<file path="src/rtl/turn_manager.sv">
// Turn sequencer for an N-player artillery game: hit points, active player, turn timer, win/draw.
// Latency: one clk per FSM step; fire_ack is registered and is high during the first FLIGHT cycle.
// Backpressure: none; fire/exploded are levels consumed only in AIM/FLIGHT and ignored elsewhere.
//
// Ports: clk, reset_n (async, active-low); frame_clk (vsync level, resampled here);
//        start / fire / exploded / hit[NUM_PLAYERS] game inputs;
//        active (one-hot, zero in IDLE), fire_ack (1-cycle pulse), hp (packed, player i at [i*HP_W +: HP_W]),
//        timer (frames left), game_over, winner (survivor index), draw.
// Optional feature: define TURN_TIMEOUT_EN to add the per-turn frame timer and forfeit on expiry;
//        without it timer reads 0 and no timer/sampler logic exists.
module turn_manager #(
    parameter int NUM_PLAYERS = 2,
    parameter int HP_W        = 8,
    parameter int HP_MAX      = 100,
    parameter int DAMAGE      = 25,
    parameter int TURN_FRAMES = 255
) (
    input  logic                        clk,
    input  logic                        reset_n,
    input  logic                        frame_clk,
    input  logic                        start,
    input  logic                        fire,
    input  logic                        exploded,
    input  logic [NUM_PLAYERS-1:0]      hit,
    output logic [NUM_PLAYERS-1:0]      active,
    output logic                        fire_ack,
    output logic [NUM_PLAYERS*HP_W-1:0] hp,
    output logic [7:0]                  timer,
    output logic                        game_over,
    output logic [2:0]                  winner,
    output logic                        draw
);
    localparam logic [HP_W-1:0] HP_INIT = HP_W'(HP_MAX);
    localparam logic [HP_W-1:0] HP_DMG  = HP_W'(DAMAGE);

    typedef enum logic [2:0] {
        S_IDLE, S_AIM, S_FLIGHT, S_SETTLE, S_NEXT, S_OVER
    } state_t;

    state_t                           state_q, state_d;
    logic [2:0]                       cur_q, cur_d;
    logic [NUM_PLAYERS-1:0][HP_W-1:0] hp_q, hp_d;
    logic                             fire_ack_q, fire_ack_d;
    logic                             timeout;

    // Survivor bookkeeping; alive8 is padded to 8 so a 3-bit index never runs off the end.
    logic [7:0] alive8;
    logic [3:0] alive_cnt;
    logic [2:0] last_alive;
    logic [2:0] nxt_idx;
    logic [3:0] cand;

    always_comb begin
        alive8     = '0;
        alive_cnt  = '0;
        last_alive = '0;
        for (int i = 0; i < NUM_PLAYERS; i++) begin
            if (hp_q[i] != '0) begin
                alive8[i]  = 1'b1;
                alive_cnt  = alive_cnt + 4'd1;
                last_alive = 3'(i);
            end
        end
    end

    // Scan offsets from far to near so the nearest living successor wins.
    always_comb begin
        nxt_idx = cur_q;
        cand    = '0;
        for (int off = NUM_PLAYERS - 1; off >= 1; off--) begin
            cand = {1'b0, cur_q} + 4'(off);
            if (cand >= 4'(NUM_PLAYERS)) begin
                cand = cand - 4'(NUM_PLAYERS);
            end
            if (alive8[cand[2:0]]) begin
                nxt_idx = cand[2:0];
            end
        end
    end

`ifdef TURN_TIMEOUT_EN
    localparam logic [7:0] TIMER_INIT = 8'(TURN_FRAMES);

    logic       sync1_q, sync2_q, prev_q;
    logic       frame_tick;
    logic [7:0] timer_q, timer_d;

    always_ff @(posedge clk or negedge reset_n) begin
        if (!reset_n) begin
            sync1_q <= 1'b0;
            sync2_q <= 1'b0;
            prev_q  <= 1'b0;
        end else begin
            sync1_q <= frame_clk;
            sync2_q <= sync1_q;
            prev_q  <= sync2_q;
        end
    end

    assign frame_tick = sync2_q & ~prev_q;

    always_comb begin
        timer_d = timer_q;
        if (state_d == S_AIM && state_q != S_AIM) begin
            timer_d = TIMER_INIT;
        end else if (state_q == S_AIM && frame_tick && timer_q != 8'd0) begin
            timer_d = timer_q - 8'd1;
        end
    end

    always_ff @(posedge clk or negedge reset_n) begin
        if (!reset_n) begin
            timer_q <= 8'd0;
        end else begin
            timer_q <= timer_d;
        end
    end

    assign timer   = timer_q;
    assign timeout = (timer_q == 8'd0);
`else
    logic unused_frame_clk;
    assign unused_frame_clk = frame_clk;
    assign timer            = 8'd0;
    assign timeout          = 1'b0;
`endif

    always_comb begin
        state_d    = state_q;
        cur_d      = cur_q;
        hp_d       = hp_q;
        fire_ack_d = 1'b0;
        case (state_q)
            S_IDLE, S_OVER: begin
                if (start) begin
                    hp_d    = {NUM_PLAYERS{HP_INIT}};
                    cur_d   = 3'd0;
                    state_d = S_AIM;
                end
            end
            S_AIM: begin
                // fire wins over an expiring timer
                if (fire) begin
                    fire_ack_d = 1'b1;
                    state_d    = S_FLIGHT;
                end else if (timeout) begin
                    state_d = S_NEXT;
                end
            end
            S_FLIGHT: begin
                if (exploded) begin
                    for (int i = 0; i < NUM_PLAYERS; i++) begin
                        if (hit[i]) begin
                            hp_d[i] = (hp_q[i] > HP_DMG) ? hp_q[i] - HP_DMG : '0;
                        end
                    end
                    state_d = S_SETTLE;
                end
            end
            S_SETTLE: state_d = (alive_cnt <= 4'd1) ? S_OVER : S_NEXT;
            S_NEXT: begin
                cur_d   = nxt_idx;
                state_d = S_AIM;
            end
            default: state_d = S_IDLE;
        endcase
    end

    always_ff @(posedge clk or negedge reset_n) begin
        if (!reset_n) begin
            state_q    <= S_IDLE;
            cur_q      <= 3'd0;
            hp_q       <= {NUM_PLAYERS{HP_INIT}};
            fire_ack_q <= 1'b0;
        end else begin
            state_q    <= state_d;
            cur_q      <= cur_d;
            hp_q       <= hp_d;
            fire_ack_q <= fire_ack_d;
        end
    end

    always_comb begin
        active = '0;
        for (int i = 0; i < NUM_PLAYERS; i++) begin
            active[i] = (state_q != S_IDLE) && (cur_q == 3'(i));
        end
    end

    assign fire_ack  = fire_ack_q;
    assign hp        = hp_q;
    assign game_over = (state_q == S_OVER);
    assign draw      = game_over && (alive_cnt == 4'd0);
    assign winner    = (game_over && alive_cnt == 4'd1) ? last_alive : 3'd0;
endmodule

</file>
<file path="config.mk">
export PLATFORM = sky130hd
export DESIGN_NAME = turn_manager
export DESIGN_NICKNAME = d
export VERILOG_FILES = /design/src/rtl/turn_manager.sv
export SDC_FILE = /design/constraint.sdc
export NUM_CORES = 1
export LEC_CHECK = 0
export BUFFER_PORTS_ARGS = -buffer_cell sky130_fd_sc_hd__buf_4
export CAP_MARGIN = 20
export CELL_PAD_IN_SITES_DETAIL_PLACEMENT = 1
export CELL_PAD_IN_SITES_GLOBAL_PLACEMENT = 1
export CORE_AREA = 5 5 68 70
export CTS_CLUSTER_DIAMETER = 100
export CTS_CLUSTER_SIZE = 20
export DETAILED_ROUTE_END_ITERATION = 16
export DIE_AREA = 0 0 73 75
export PLACE_DENSITY = 0.81
export RECOVER_POWER = 50
export SLEW_MARGIN = 20
export SYNTH_ARGS = -nofsm -noshare
export SYNTH_HDL_FRONTEND = slang
export SYNTH_SLANG_ARGS = --single-unit
</file>
<file path="constraint.sdc">
create_clock -name clk -period 4.72 [get_ports clk]
set_input_delay 0.472 -clock clk [delete_from_list [all_inputs] [get_ports clk]]
set_output_delay 0.472 -clock clk [all_outputs]
set_load 0.01 [all_outputs]
</file>
==> results of run 1 <==
[stage by stage]
stage | std cells | setup WS [ns]
final | 260 | 1.95
after global routing | 260 | 1.83
after CTS | 260 | 1.94
after detailed placement | 256 | 2.25
after global placement | 256 | 2.25
after floorplan | 194 | 2.43
[cells in the final DEF (no fill, tap or decap), types with 3 or more instances in the layout]
cell,instances
sky130_fd_sc_hd__o21ai_0,8
sky130_fd_sc_hd__nand4_1,4
sky130_fd_sc_hd__and2_1,4
sky130_fd_sc_hd__clkbuf_1,9
sky130_fd_sc_hd__nor2b_1,5
sky130_fd_sc_hd__nor3_1,9
sky130_fd_sc_hd__ha_1,10
sky130_fd_sc_hd__inv_1,12
sky130_fd_sc_hd__a31oi_1,5
sky130_fd_sc_hd__dfstp_2,6
sky130_fd_sc_hd__conb_1,10
sky130_fd_sc_hd__nor3b_1,3
sky130_fd_sc_hd__o41ai_1,3
sky130_fd_sc_hd__clkbuf_8,3
sky130_fd_sc_hd__buf_4,19
sky130_fd_sc_hd__o21ai_1,12
sky130_fd_sc_hd__nor2_1,14
sky130_fd_sc_hd__dfrtp_1,17
sky130_fd_sc_hd__and3_1,5
sky130_fd_sc_hd__o31ai_1,3
sky130_fd_sc_hd__nand2b_1,4
sky130_fd_sc_hd__nand2_1,13
sky130_fd_sc_hd__nand3_1,5
sky130_fd_sc_hd__a21oi_1,5
[routing by layer]
metal | up-vias | wire, microns | GRT usage
met1 | 663 | 1830 | 0.196
met5 | - | 0 | 0
met3 | 2 | 120 | 0.0187
met4 | 0 | 23 | 0.0430
met2 | 22 | 2010 | 0.267
li1 | 688 | - | -
[power by group through the flow]
stage,Clock [W],Combinational (W),Sequential [W]
final,0.000126,0.000568,0.000421
after CTS,0.000133,0.000592,0.000423
after global routing,0.000139,0.000637,0.000441
after global placement,0,0.000567,0.000417
after floorplan,0,0.000400,0.000399
after detailed placement,0,0.000588,0.000427
[cell type report]
class	instances	area, sq um
clock buffer	3	41.3
clock inverter	1	5.00
fill	517	2110
inverter	12	45.0
multi-input combinational	143	893
sequential	23	583
tap	50	62.6
timing repair buffer	28	176
[flip-flops by register name, indices dropped and copies added, names as in the netlist]
signal    count
state_q       3
hp           16
fire_ack      1
cur_q         3
[cell usage after synthesis (all sizes together)]
library cell,n
nor2,14
or2,2
o311a,1
a31o,1
nand2b,5
clkbuf,4
ha,10
or3,2
and2,4
o31ai,3
inv,12
a21oi,5
conb,1
o21a,1
o41ai,3
a31oi,5
or4,2
and3,5
dfrtp,17
mux2i,1
a2bb2oi,1
nand4,4
nor3,9
nor3b,3
o2bb2ai,1
o21ai,20
maj3,1
dfstp,6
buf,12
o21bai,1
nor2b,5
o2111ai,1
nand3,5
nand4b,1
nand2,13
nor4b,2
xnor2,2
[worst reg2reg max path, delay by kind of cell, from the launching register on]
family | cells | cell delay, ns
simple gates | 5 | 1.55
flops | 1 | 0.59
[kinds of logic after synthesis]
logic type | count (synthesis) | share of synthesized area
muxes | 1 | 0.00628
buffers and inverters | 28 | 0.0950
and+or+nand+nor | 76 | 0.265
DFF | 23 | 0.366
xor gates and xnor gates | 2 | 0.0110
AOI/OAI and AO/OA | 43 | 0.170
other | 1 | 0.00235
adders and majority gates | 11 | 0.0848
[worst paths after layout]
check	slack, ns	to	cells past startpoint
hold / removal	0.46	state_q[1]	3
hold reg to reg	0.52	hp[14]	1
setup / recovery	1.95	winner[0]	5
setup reg to reg	2.52	hp[5]	5
min in group asynchronous	0.47	cur_q[1]	1
max in group asynchronous	3.48	hp[8]	1
==> impl_summary.md, run 1 <==
Logic synthesis
The Yosys step of the flow raised 0 warnings. The synthesized netlist contains 41 unique library cells. The per-instance average area after synthesis is 8.62 sq um. The post-synthesis sequential element count is 23. The cell accounting for the most synthesized area is sky130_fd_sc_hd__dfrtp_1. The share of the Yosys chip area taken by registers is 0.366. By area the synthesized netlist is led by sky130_fd_sc_hd__dfrtp_1, sky130_fd_sc_hd__dfstp_2, sky130_fd_sc_hd__ha_1. The cell area after synthesis is 0.00159 sq mm. Counting every instance in the synthesized netlist gives 185. Of the post-synthesis cell area, the dominant cell type holds 0.267.

CTS
CTS built an H-tree with a depth of 1. For the worst-skew pair, the clock arrives at the later sink with an insertion delay of 0.26 ns. The number of sinks handled by clock tree synthesis is 23. The hold buffer count at cts is 0. The clock-pin transition on the worst setup and hold timing paths is 0.09 ns. The clock passes through at most 2 buffers. TritonCTS created 3 clock buffers. After clock tree synthesis, the setup repair step added 0 buffers. TritonCTS built the clock tree. The post-cts sizing count is 0.

The root buffer cell chosen for the clock tree is sky130_fd_sc_hd__clkbuf_8.

Global route
In the global route stage, overall resource usage came out at 0.152. The via count of the first global-routing pass is 1415. The first global-routing pass estimated 6600 microns of wire. The total overflow left after global routing is 0. Entering global routing, the biggest net connects 24 pins. The number of antenna violations at the first check in global routing was 0.

Final layout
At the end of the flow, the number of nets in the layout was 229. The growth of design area from synthesis to finish is 13.3%. Measured on the finished design, the core utilization comes to 0.462. The share of layout cells above drive strength 1 is 0.157. The number of antenna diodes in the final layout is 0.

The post-route cell area is 0.00181 sq mm.

Floorplan
The die outline area is 0.00548 sq mm. The count of standard-cell rows is 23. The number of placed I/O pins is 40. The starting utilization of the core area is 0.407.

The horizontal die dimension is 73 microns. The die is 75 microns tall. The core outline area is 0.00391 sq mm.

Pwr
The largest vdd supply drop is 0.232 mV. Of the total power, the clock network draws 0.113. The cell leakage power is 0.817 nW. Total power for the finished layout comes to 0.00112 W.

Of the total power, the share spent switching nets is 0.464. The proportion of power drawn by flip-flops and latches is 0.377. The share of total power dissipated in combinational logic is 0.509.

The net switching power of the design is 0.000518 W. In this run the power density over the cells is 617 mW/mm^2. Internal power comes to 0.000598 W.

Worst setup path
STA classifies the critical path endpoint as an output pin. Data arrives at the worst endpoint at 2.30 ns. The startpoint class of the critical path is a flip-flop. The maximum cell stage delay along the critical path is 0.60 ns.

Counting both buffers and inverters, the worst setup path holds a total of 1. For the worst setup path, the data required time is 4.25 ns. The launch point of the worst reg-to-reg path is state_q[1].

For this design, the slowest cell found on the critical path is sky130_fd_sc_hd__or4_1. The category of the most critical setup path is flip-flop to output pin. Broken down by cell family, the worst path's largest delay share belongs to simple AND/OR/NAND/NOR gates.

The first element of the critical path is hp[13]. Along the worst path, the maximum fanout reaches 6. Traced cell by cell, the critical path runs through or3_4 > or4_1 > ha_1 > and3_1 > buf_4.

Routing
The first detailed-routing pass took 4 iterations. Dividing the detail-routed via count by the number of cells gives 5.29. The routed via count is 1375. The remaining antenna violation count after routing is 0. For this run, design rule violations remaining after detail routing come to 0.

The number of DRC markers in iteration 0 is 71. After detailed routing, the average wire length per cell comes to 15.3 microns. The post-detailed-routing wire length is 3980 microns.

Outcome
The flow ran to the end, and the final reports show no timing, DRC or antenna violations.

Timing
Setup repair after global routing left no endpoint under its margin. The hold violation count in the final report came to 0. The max-slew headroom at the worst pin is 0.131. The post-route fraction of the period consumed by the critical path is 0.587.

The actual transition at the worst max-transition pin is 1.30 ns. The final hold slack is 0.464 ns. The total negative slack is 0 ns. The fmax is 361 MHz. The max-slew violation total from the final report is 0. The minimum period implied by the final worst setup slack is 2.77 ns.

The setup skew after layout is 0.00135 ns. The final setup violation count is 0.

Placed design
During placement, the flow inserted port buffers numbering 28. The placed instances occupy a cell area of 0.00179 sq mm. The placed wire-length estimate is 2990 microns. The final weighted congestion of routability-driven global placement is 0.795.

Hold path
The worst hold-check path type is primary input to flip-flop. In this run the most critical hold path is launched from fire.

Job
The number of violations of the max-capacitance limit is 0.
No activity file was read; power rests on OpenSTA's default activity.
==> run 2, diff against run 1 <==
- CORE_AREA: 5 5 68 70 -> 5 5 74 76
- DIE_AREA: 0 0 73 75 -> 0 0 79 81
- PLACE_DENSITY: 0.81 -> 0.72
- clock period: 4.72 -> 2.4 ns (I/O delays scaled with it)
==> run 2 against run 1 <==
  * Critical path type unchanged
  * Largest cell class unchanged
  * Sequential cell count did not move
  * Utilization fell by 3.5 points
  * Critical path depth rose by 2
==> impl_summary.md, run 2 (same netlist as run 1, synthesis figures left out) <==
Routing
The number of search-and-repair iterations in the first detailed-routing pass came to 4 (unchanged). The number of DRC markers in iteration 0 is 42 (was 71). The post-detailed-routing wire length is 4300 microns (was 3980 microns). The number of vias per cell after detailed routing came to 5.13 (was 5.29). The wire length per cell is 15.4 microns (was 15.3 microns). The routed via count is 1432 (was 1375). The remaining antenna violation count after routing was 0 (unchanged). The DRC violations left is 0 (unchanged).

CTS
The root cell of the clock tree was sky130_fd_sc_hd__clkbuf_8 (unchanged). The insertion delay to the later sink of the worst-skew pair came to 0.27 ns (was 0.26 ns). The CTS buffer count is 3 (unchanged). The clock-pin transition on the worst setup and hold timing paths came to 0.10 ns (was 0.09 ns). The H-tree depth is 1 (unchanged). The TritonCTS clock tree is yes (unchanged). The number of sinks handled by clock tree synthesis was 23 (unchanged). The buffer levels on the longest clock path is 2 (unchanged).

Worst setup path
The startpoint class of the critical path is a flip-flop (unchanged). The endpoint kind of the worst setup timing path is an output pin (unchanged). The category of cells accounting for the largest share of critical-path delay is simple AND/OR/NAND/NOR gates (unchanged). The count of buffering cells on the critical path with inverters included is 2 (was 1). The most numerous cell on the critical path is sky130_fd_sc_hd__ha_4. The slowest cell on the critical path is sky130_fd_sc_hd__or4_4 (was sky130_fd_sc_hd__or4_1). The category of the most critical setup path is flip-flop to output pin (unchanged).

The launch point of the worst reg-to-reg path is cur_q[0] (was state_q[1]). The first element of the critical path is hp[9] (was hp[13]). The maximum cell stage delay along the critical path is 0.56 ns (was 0.60 ns). The critical-path maximum fanout is 4 (was 6).

The required arrival time at the worst endpoint is 2.16 ns (was 4.25 ns). The data arrival at the endpoint of the critical path came to 2.11 ns (was 2.30 ns). Critical path cell sequence: inv_2 > ha_4 > nand2b_4 > or4_4 > ha_4 > and3_4 > buf_6 (was or3_4 > or4_1 > ha_1 > and3_1 > buf_4).

Placed design
The placed wire-length estimate is 3140 microns (was 2990 microns). The final weighted congestion of routability-driven global placement is 0.806 (was 0.795). The count of input and output buffers was 28 (unchanged). The worst setup timing slack at the placement stage is 0.154 ns (was 2.25 ns). The placed instance area is 0.00185 sq mm (was 0.00179 sq mm).

Final layout
The number of nets in the finished design is 244 (was 229). The number of flip-flops in the largest register came to 16 (unchanged). The number of diodes added for antenna fixing is 0 (unchanged). Commonest cells after routing, fill and taps aside: sky130_fd_sc_hd__buf_4, sky130_fd_sc_hd__dfrtp_1, sky130_fd_sc_hd__nor2_1, sky130_fd_sc_hd__nand2_1, sky130_fd_sc_hd__o21ai_1 (was sky130_fd_sc_hd__buf_4, sky130_fd_sc_hd__dfrtp_1, sky130_fd_sc_hd__nor2_1, sky130_fd_sc_hd__nand2_1).

The post-route cell area is 0.00199 sq mm (was 0.00181 sq mm). The growth of design area from synthesis to finish is 24.8% (was 13.3%). The count of filler cells inserted in the layout is 564 (was 517). The share of layout cells above drive strength 1 came to 0.253 (was 0.157). The most common cell after layout, fill and taps aside is sky130_fd_sc_hd__buf_4 (unchanged).

Pwr
The clock share of power is 0.104 (was 0.113). The cell leakage power is 0.903 nW (was 0.817 nW). The cell internal power dissipation is 0.00137 W (was 0.000598 W). The largest vdd supply drop is 0.645 mV (was 0.232 mV). The total power density per cell area is 1240 mW/mm^2 (was 617 mW/mm^2). The share of total power in combinational logic is 0.598 (was 0.509). The proportion of power drawn by flip-flops and latches is 0.298 (was 0.377). The fraction of power spent switching nets came to 0.443 (was 0.464). The net switching power of the design was 0.00109 W (was 0.000518 W).

Global route
The via count of the first global-routing pass is 1446 (was 1415). The global routing usage summed across all routing layers is 0.140 (was 0.152). The total overflow reported by the global router is 0 (unchanged). The global-route wire length before repair is 7120 microns (was 6600 microns). The maximum number of pins on one net before global-route repair is 24 (unchanged). The number of antenna violations at the first check in global routing is 0 (unchanged).

Floorplan
The horizontal die dimension is 79 microns (was 73 microns). The number of placed I/O pins is 40 (unchanged). The core outline area was 0.00466 sq mm (was 0.00391 sq mm). The die outline area is 0.00640 sq mm (was 0.00548 sq mm).

The count of standard-cell rows is 25 (was 23). The starting utilization of the core area came to 0.342 (was 0.407). The chip height is 81 microns (was 75 microns).

Hold path
The startpoint of the lowest-slack hold path is fire (unchanged). The worst hold-check path type is primary input to flip-flop (unchanged).

Timing
The hold violation count in the final report is 0 (unchanged). The actual transition at the worst max-transition pin was 1.33 ns (was 1.30 ns). The max-slew violation total from the final report came to 0 (unchanged).

Dividing the final minimum period by the clock period gives 0.977. The clock period could shrink to 2.35 ns. Static timing analysis puts the maximum clock frequency at 426 MHz.

The final setup violation count is 0 (unchanged). The setup skew after layout is 0.0117 ns (was 0.00135 ns). The max-slew headroom at the worst pin came to 0.116 (was 0.131). The setup slack after layout is 0.0542 ns (was 1.95 ns).

Unrepaired setup endpoints after global routing: yes (was no).

Outcome
Run status: finished, final reports clean (unchanged).

Job
The number of violations of the max-capacitance limit was 0 (unchanged).
## run 2: path summary, 6_finish.rpt
check	to	slack, ns	cells past startpoint
max	winner[0]	0.05	7
min	state_q[1]	0.24	3
max reg2reg	cur_q[1]	0.33	6
min reg2reg	hp[6]	0.51	2
max in group asynchronous	fire_ack	0.83	2
min in group asynchronous	hp[7]	0.78	2
## run 2: cell type report
cell class,instances,area (sq um),share of cell area
Timing Repair Buffer,43,299,0.150
Multi-Input combinational cell,143,946,0.475
Tap cell,54,67.6,0.0340
Clock inverter,1,7.51,0.00377
Clock buffer,3,41.3,0.0208
Sequential cell,23,583,0.293
Inverter,12,45.0,0.0226
## run 2: metrics by stage
stage / util / total power (W) / std cells / hold WS [ns] / TNS (ns)
final: 0.427 / 0.00247 / 279 / 0.240 / 0
after global routing: 0.427 / 0.00271 / 279 / 0.243 / -0.0193
after CTS: 0.419 / 0.00240 / 275 / 0.239 / -0.00980
after detailed placement: 0.397 / 0.00208 / 267 / 0.165 / 0
after global placement: 0.397 / 0.00204 / 267 / 0.169 / 0
after floorplan: - / 0.00157 / 194 / -0.0556 / 0
## run 2: power groups by stage
stage	logic [W]	registers (W)	clock network, W
floorplan	0.000787	0.000784	0
global placement	0.00130	0.000739	0
detailed placement	0.00133	0.000745	0
CTS	0.00140	0.000729	0.000270
global route	0.00166	0.000765	0.000287
finish	0.00148	0.000735	0.000256
## run 2: tightest hold or removal path, cell delays in order
cell and delay, ns:
sky130_fd_sc_hd__buf_4 0.09, sky130_fd_sc_hd__a21oi_1 0.06, sky130_fd_sc_hd__nor2_1 0.08
## run 2: routing by layer
| metal | GRT usage | wire, microns | vias up |
|---|---|---|---|
| met5 | 0 | 0 | - |
| met3 | 0.0288 | 178 | 4 |
| met2 | 0.228 | 2030 | 32 |
| met1 | 0.190 | 2060 | 680 |
| li1 | - | - | 716 |
| met4 | 0.0309 | 34 | 0 |
## run 2: timing repair
action	CTS	global route
resized for setup	3	8
hold buffers	1	0
endpoints found under the hold margin	17	0
endpoints found under the setup margin	2	2
buffers inserted	3	4
pin swaps	3	3
==> run 3, diff against run 2 <==
- ABC_AREA: default -> 1
- CORE_AREA: 5 5 74 76 -> 5 5 77 79
- DIE_AREA: 0 0 79 81 -> 0 0 82 84
- PLACE_DENSITY: 0.72 -> 0.73
==> run 3 against run 2 <==
  * Cell count rose by 23%
  * Maximum frequency rose by 9.8%
  * Clock-buffer cell count rose by 1
  * Synthesized cell count rose by 29%
  * Area after synthesis rose by 6.5%
  * Sequential cell count did not move
  * Highest routed layer unchanged
  * Non-clock buffer count fell by 13
  * Clock power fell by 5%
  * Sequential power rose by 3.8%
  * Utilization fell by 5.5 points
  * Largest cell class unchanged
  * First-iteration DRC count rose by 21%
==> impl_summary.md, run 3 <==
Outcome
Run status: finished, final reports clean (unchanged).

Timing
The setup skew after layout is 0.00308 ns (was 0.0117 ns). The minimum period implied by the final worst setup slack came to 2.14 ns (was 2.35 ns). The total negative slack was 0 ns (unchanged). The actual transition at the worst max-transition pin was 1.33 ns (about the same). The fmax is 468 MHz (was 426 MHz). The max-slew headroom at the worst pin is 0.112 (was 0.116). The hold violation count in the final report is 0 (unchanged). The final setup violation count is 0 (unchanged). Unrepaired setup endpoints after global routing: no (was yes). The post-route fraction of the period consumed by the critical path was 0.890 (was 0.977). The max-slew violation total from the final report is 0 (unchanged).

Worst setup path
The required arrival time at the worst endpoint is 2.16 ns (about the same). The category of the most critical setup path is flip-flop to output pin (unchanged). The destination of the worst register-to-register timing path is hp[2] (was cur_q[1]). The most numerous cell on the critical path is sky130_fd_sc_hd__nand2_1 (was sky130_fd_sc_hd__ha_4).

The total number of cells along the worst setup path was 8 (was 7). The endpoint kind of the worst setup timing path was an output pin (unchanged). The setup slack of the worst register-to-register path came to 0.48 ns (was 0.33 ns). The category of cells accounting for the largest share of critical-path delay is simple AND/OR/NAND/NOR gates (unchanged). The launch point of the worst reg-to-reg path was hp[0] (was cur_q[0]). The count of buffering cells on the critical path with inverters included came to 2 (unchanged). The worst setup path endpoint is winner[0] (unchanged). The first element of the critical path is hp[13] (was hp[9]). The startpoint class of the critical path is a flip-flop (unchanged). Critical path cell sequence: inv_1 > nand2_1 > nor2_1 > nand2_1 > ha_1 > nand2_1 > nor2_1 > buf_4 (was inv_2 > ha_4 > nand2b_4 > or4_4 > ha_4 > and3_4 > buf_6). The data arrival at the endpoint of the critical path is 1.90 ns (was 2.11 ns).

The critical-path maximum fanout is 5 (was 4). The cell count of the worst reg-to-reg path came to 9 (was 6). The maximum cell stage delay along the critical path came to 0.39 ns (was 0.56 ns). The slowest cell on the critical path is sky130_fd_sc_hd__dfstp_2 (was sky130_fd_sc_hd__or4_4).

Global route
The global-route wire length before repair is 7650 microns (was 7120 microns). The global routing usage summed across all routing layers was 0.135 (was 0.140). The number of antenna violations at the first check in global routing is 0 (unchanged). The maximum number of pins on one net before global-route repair was 24 (unchanged).

The total overflow reported by the global router is 0 (unchanged). The busiest layer in global routing is met2 (unchanged). The via count of the first global-routing pass is 1655 (was 1446).

The met2 layer usage reported by global route is 0.221 (was 0.228). The global-route track usage on met1 came to 0.188 (was 0.190). The met3 usage in global routing is 0.0184 (was 0.0288).

Placed design
The placed instance area is 0.00195 sq mm (was 0.00185 sq mm). The count of input and output buffers came to 28 (unchanged). The number of placed instances with taps included is 337 (was 267). The placed wire-length estimate is 3350 microns (was 3140 microns). The final weighted congestion of routability-driven global placement is 0.793 (was 0.806).

Pwr
The cell internal power dissipation is 0.00129 W (was 0.00137 W). The proportion of power drawn by flip-flops and latches is 0.288 (was 0.298). The total power is 0.00265 W (was 0.00247 W).

The cell leakage power is 1.02 nW (was 0.903 nW). The total power density per cell area is 1350 mW/mm^2 (was 1240 mW/mm^2). The share of total power in combinational logic is 0.621 (was 0.598).

The net switching power of the design is 0.00136 W (was 0.00109 W). The largest vdd supply drop is 0.421 mV (was 0.645 mV). The fraction of power spent switching nets is 0.513 (was 0.443). The clock share of power is 0.091 (was 0.104).

Final layout
The most common cell after layout, fill and taps aside is sky130_fd_sc_hd__nand2_1 (was sky130_fd_sc_hd__buf_4). The sequential cell area came to 583 sq um (unchanged). The count of filler cells inserted in the layout is 729 (was 564). The post-route cell area is 0.00196 sq mm (was 0.00199 sq mm). Commonest cells after routing, fill and taps aside: sky130_fd_sc_hd__nand2_1, sky130_fd_sc_hd__inv_1, sky130_fd_sc_hd__nor2_1, sky130_fd_sc_hd__nand3_1, sky130_fd_sc_hd__buf_4 (was sky130_fd_sc_hd__buf_4, sky130_fd_sc_hd__dfrtp_1, sky130_fd_sc_hd__nor2_1, sky130_fd_sc_hd__nand2_1, sky130_fd_sc_hd__o21ai_1).

The number of nets in the finished design is 289 (was 244). The area occupied by multi-input gates is 915 sq um (was 946 sq um). The share of layout cells above drive strength 1 is 0.152 (was 0.253). The final cell count without fillers is 342 (was 279).

The growth of design area from synthesis to finish is 15.5% (was 24.8%). The number of diodes added for antenna fixing came to 0 (unchanged). The number of flip-flops in the largest register is 16 (unchanged).

Floorplan
The core outline area is 0.00527 sq mm (was 0.00466 sq mm). The number of placed I/O pins is 40 (unchanged). The horizontal die dimension came to 82 microns (was 79 microns). The die outline area was 0.00689 sq mm (was 0.00640 sq mm).

The starting utilization of the core area was 0.322 (was 0.342). The chip height was 84 microns (was 81 microns). The count of standard-cell rows is 27 (was 25).

Routing
The wire length per cell came to 12.1 microns (was 15.4 microns). The remaining antenna violation count after routing is 0 (unchanged). The number of DRC markers in iteration 0 is 51 (was 42). The number of search-and-repair iterations in the first detailed-routing pass was 4 (unchanged). The number of vias per cell after detailed routing came to 4.60 (was 5.13). The routed via count is 1572 (was 1432). The post-detailed-routing wire length is 4140 microns (was 4300 microns). The DRC violations left is 0 (unchanged).

CTS
The root cell of the clock tree was sky130_fd_sc_hd__clkbuf_8 (unchanged). The CTS buffer count is 3 (unchanged). The post-CTS repair timing setup buffer count is 0 (was 3).

The post-cts sizing count is 0 (was 3). The insertion delay to the later sink of the worst-skew pair is 0.26 ns (was 0.27 ns). The clock-pin transition on the worst setup and hold timing paths is 0.08 ns (was 0.10 ns). The H-tree depth came to 1 (unchanged). The TritonCTS clock tree is yes (unchanged). The number of sinks handled by clock tree synthesis is 23 (unchanged). The buffer levels on the longest clock path is 2 (unchanged).

Logic synthesis
The number of synthesized flops with an enable pin is 0 (unchanged). The proportion of register bits with asynchronous set or reset after synthesis is 1.00 (unchanged). Main area contributors after synthesis: sky130_fd_sc_hd__dfrtp_1, sky130_fd_sc_hd__nand2_1, sky130_fd_sc_hd__dfstp_2 (was sky130_fd_sc_hd__dfrtp_1, sky130_fd_sc_hd__dfstp_2, sky130_fd_sc_hd__ha_1).

The number of unique standard cell types used by synthesis came to 30 (was 41). The most numerous cell in the Yosys netlist is sky130_fd_sc_hd__nand2_1 (was sky130_fd_sc_hd__dfrtp_1). The leading register cell type out of synthesis is sky130_fd_sc_hd__dfrtp_1 (unchanged). Leading cell types by count after synthesis: sky130_fd_sc_hd__nand2_1, sky130_fd_sc_hd__inv_1, sky130_fd_sc_hd__nand3_1, sky130_fd_sc_hd__nor2_1, sky130_fd_sc_hd__dfrtp_1 (was sky130_fd_sc_hd__dfrtp_1, sky130_fd_sc_hd__nor2_1, sky130_fd_sc_hd__nand2_1). The area fraction of the dominant cell type after synthesis came to 0.251 (was 0.267). The number of standard cells after synthesis came to 239 (was 185). The post-synthesis sequential element count is 23 (unchanged). The cell area after synthesis is 0.00170 sq mm (was 0.00159 sq mm). The count of warnings emitted by yosys is 0 (unchanged). The per-instance average area after synthesis is 7.10 sq um (was 8.62 sq um). The share of the yosys chip area belonging to registers is 0.343 (was 0.366). The cell accounting for the most synthesized area was sky130_fd_sc_hd__dfrtp_1 (unchanged).

Job
The number of violations of the max-capacitance limit was 0 (unchanged).

Hold path
The worst hold-check path type was primary input to flip-flop (unchanged).
==> run 3: changes by cell type in the layout (fill, tap and decap cells not counted), moves of 8 or more <==
cell	change
sky130_fd_sc_hd__nand2_1	+50
sky130_fd_sc_hd__inv_1	+27
sky130_fd_sc_hd__nand3_1	+14
sky130_fd_sc_hd__buf_4	-15
sky130_fd_sc_hd__nor3_1	-8
==> run 3: what timing repair did <==
action | CTS | global route
hold buffers | 1 | 0
endpoints found under the setup margin | 0 | 0
endpoints found under the hold margin | 17 | 0
==> run 3: worst min-delay path by stage <==
| stage | from | to | depth (start not counted) | slack (ns) |
|---|---|---|---|---|
| after floorplan | reset_n | cur_q[0] | 0 | -0.06 |
| after global placement | reset_n | hp[7] | 1 | 0.16 |
| after detailed placement | reset_n | hp[7] | 1 | 0.16 |
| after CTS | fire | fire_ack | 3 | 0.21 |
| after global routing | fire | fire_ack | 3 | 0.23 |
| final | fire | fire_ack | 3 | 0.22 |
==> run 3: metrics by stage <==
step	setup slack (ns)	hold WS (ns)	util
6_report	0.263	0.216	0.372
5_1_grt	0.0432	0.230	0.372
4_1_cts	0.221	0.212	0.380
3_5_place_dp	0.525	0.162	0.370
3_3_place_gp	0.510	0.162	0.370
2_1_floorplan	0.699	-0.0556	-
==> run 3: area by class of cell <==
cell class | instances | share of cell area
flip-flops and latches | 23 | 0.297
clock buffers | 4 | 0.0230
multi-input cells | 175 | 0.466
well taps | 72 | 0.0459
inverters | 38 | 0.0727
repair buffers | 30 | 0.0950
==> run 3: cell families (layout without fill, tap and decap cells) <==
group / Yosys count / after routing / synth area share
xor+xnor: 1 / 1 / 0.00516
buf+inv: 50 / 72 / 0.138
simple gates: 118 / 118 / 0.315
flops: 23 / 23 / 0.343
fa+ha+maj: 10 / 10 / 0.0737
other cells: 1 / 10 / 0.00221
compound gates: 36 / 36 / 0.122
==> run 3: worst register-to-register path: stages (launching register included) <==
cell                      delay, ns
sky130_fd_sc_hd__dfrtp_1       0.41
sky130_fd_sc_hd__inv_1         0.11
sky130_fd_sc_hd__ha_1          0.23
sky130_fd_sc_hd__nand2_1       0.09
sky130_fd_sc_hd__nand3_1       0.14
sky130_fd_sc_hd__o21ai_1       0.46
sky130_fd_sc_hd__o21ai_0       0.18
sky130_fd_sc_hd__nand2_1       0.09
sky130_fd_sc_hd__nand2_1       0.05
sky130_fd_sc_hd__o21ai_0       0.09
==> run 3: layer usage <==
metal,vias to the layer above,share of wire
li1,797,-
met3,2,0.029
met2,21,0.49
met4,0,0.0060
met5,-,0
met1,752,0.47
==> run 3: power by group through the flow <==
stage                     Combinational [W]  Clock, W  Sequential [W]
after detailed placement            0.00172         0        0.000775
after floorplan                     0.00117         0        0.000789
after CTS                           0.00172  0.000256        0.000770
final                               0.00165  0.000242        0.000763
after global placement              0.00167         0        0.000775
after global routing                0.00190  0.000277        0.000802
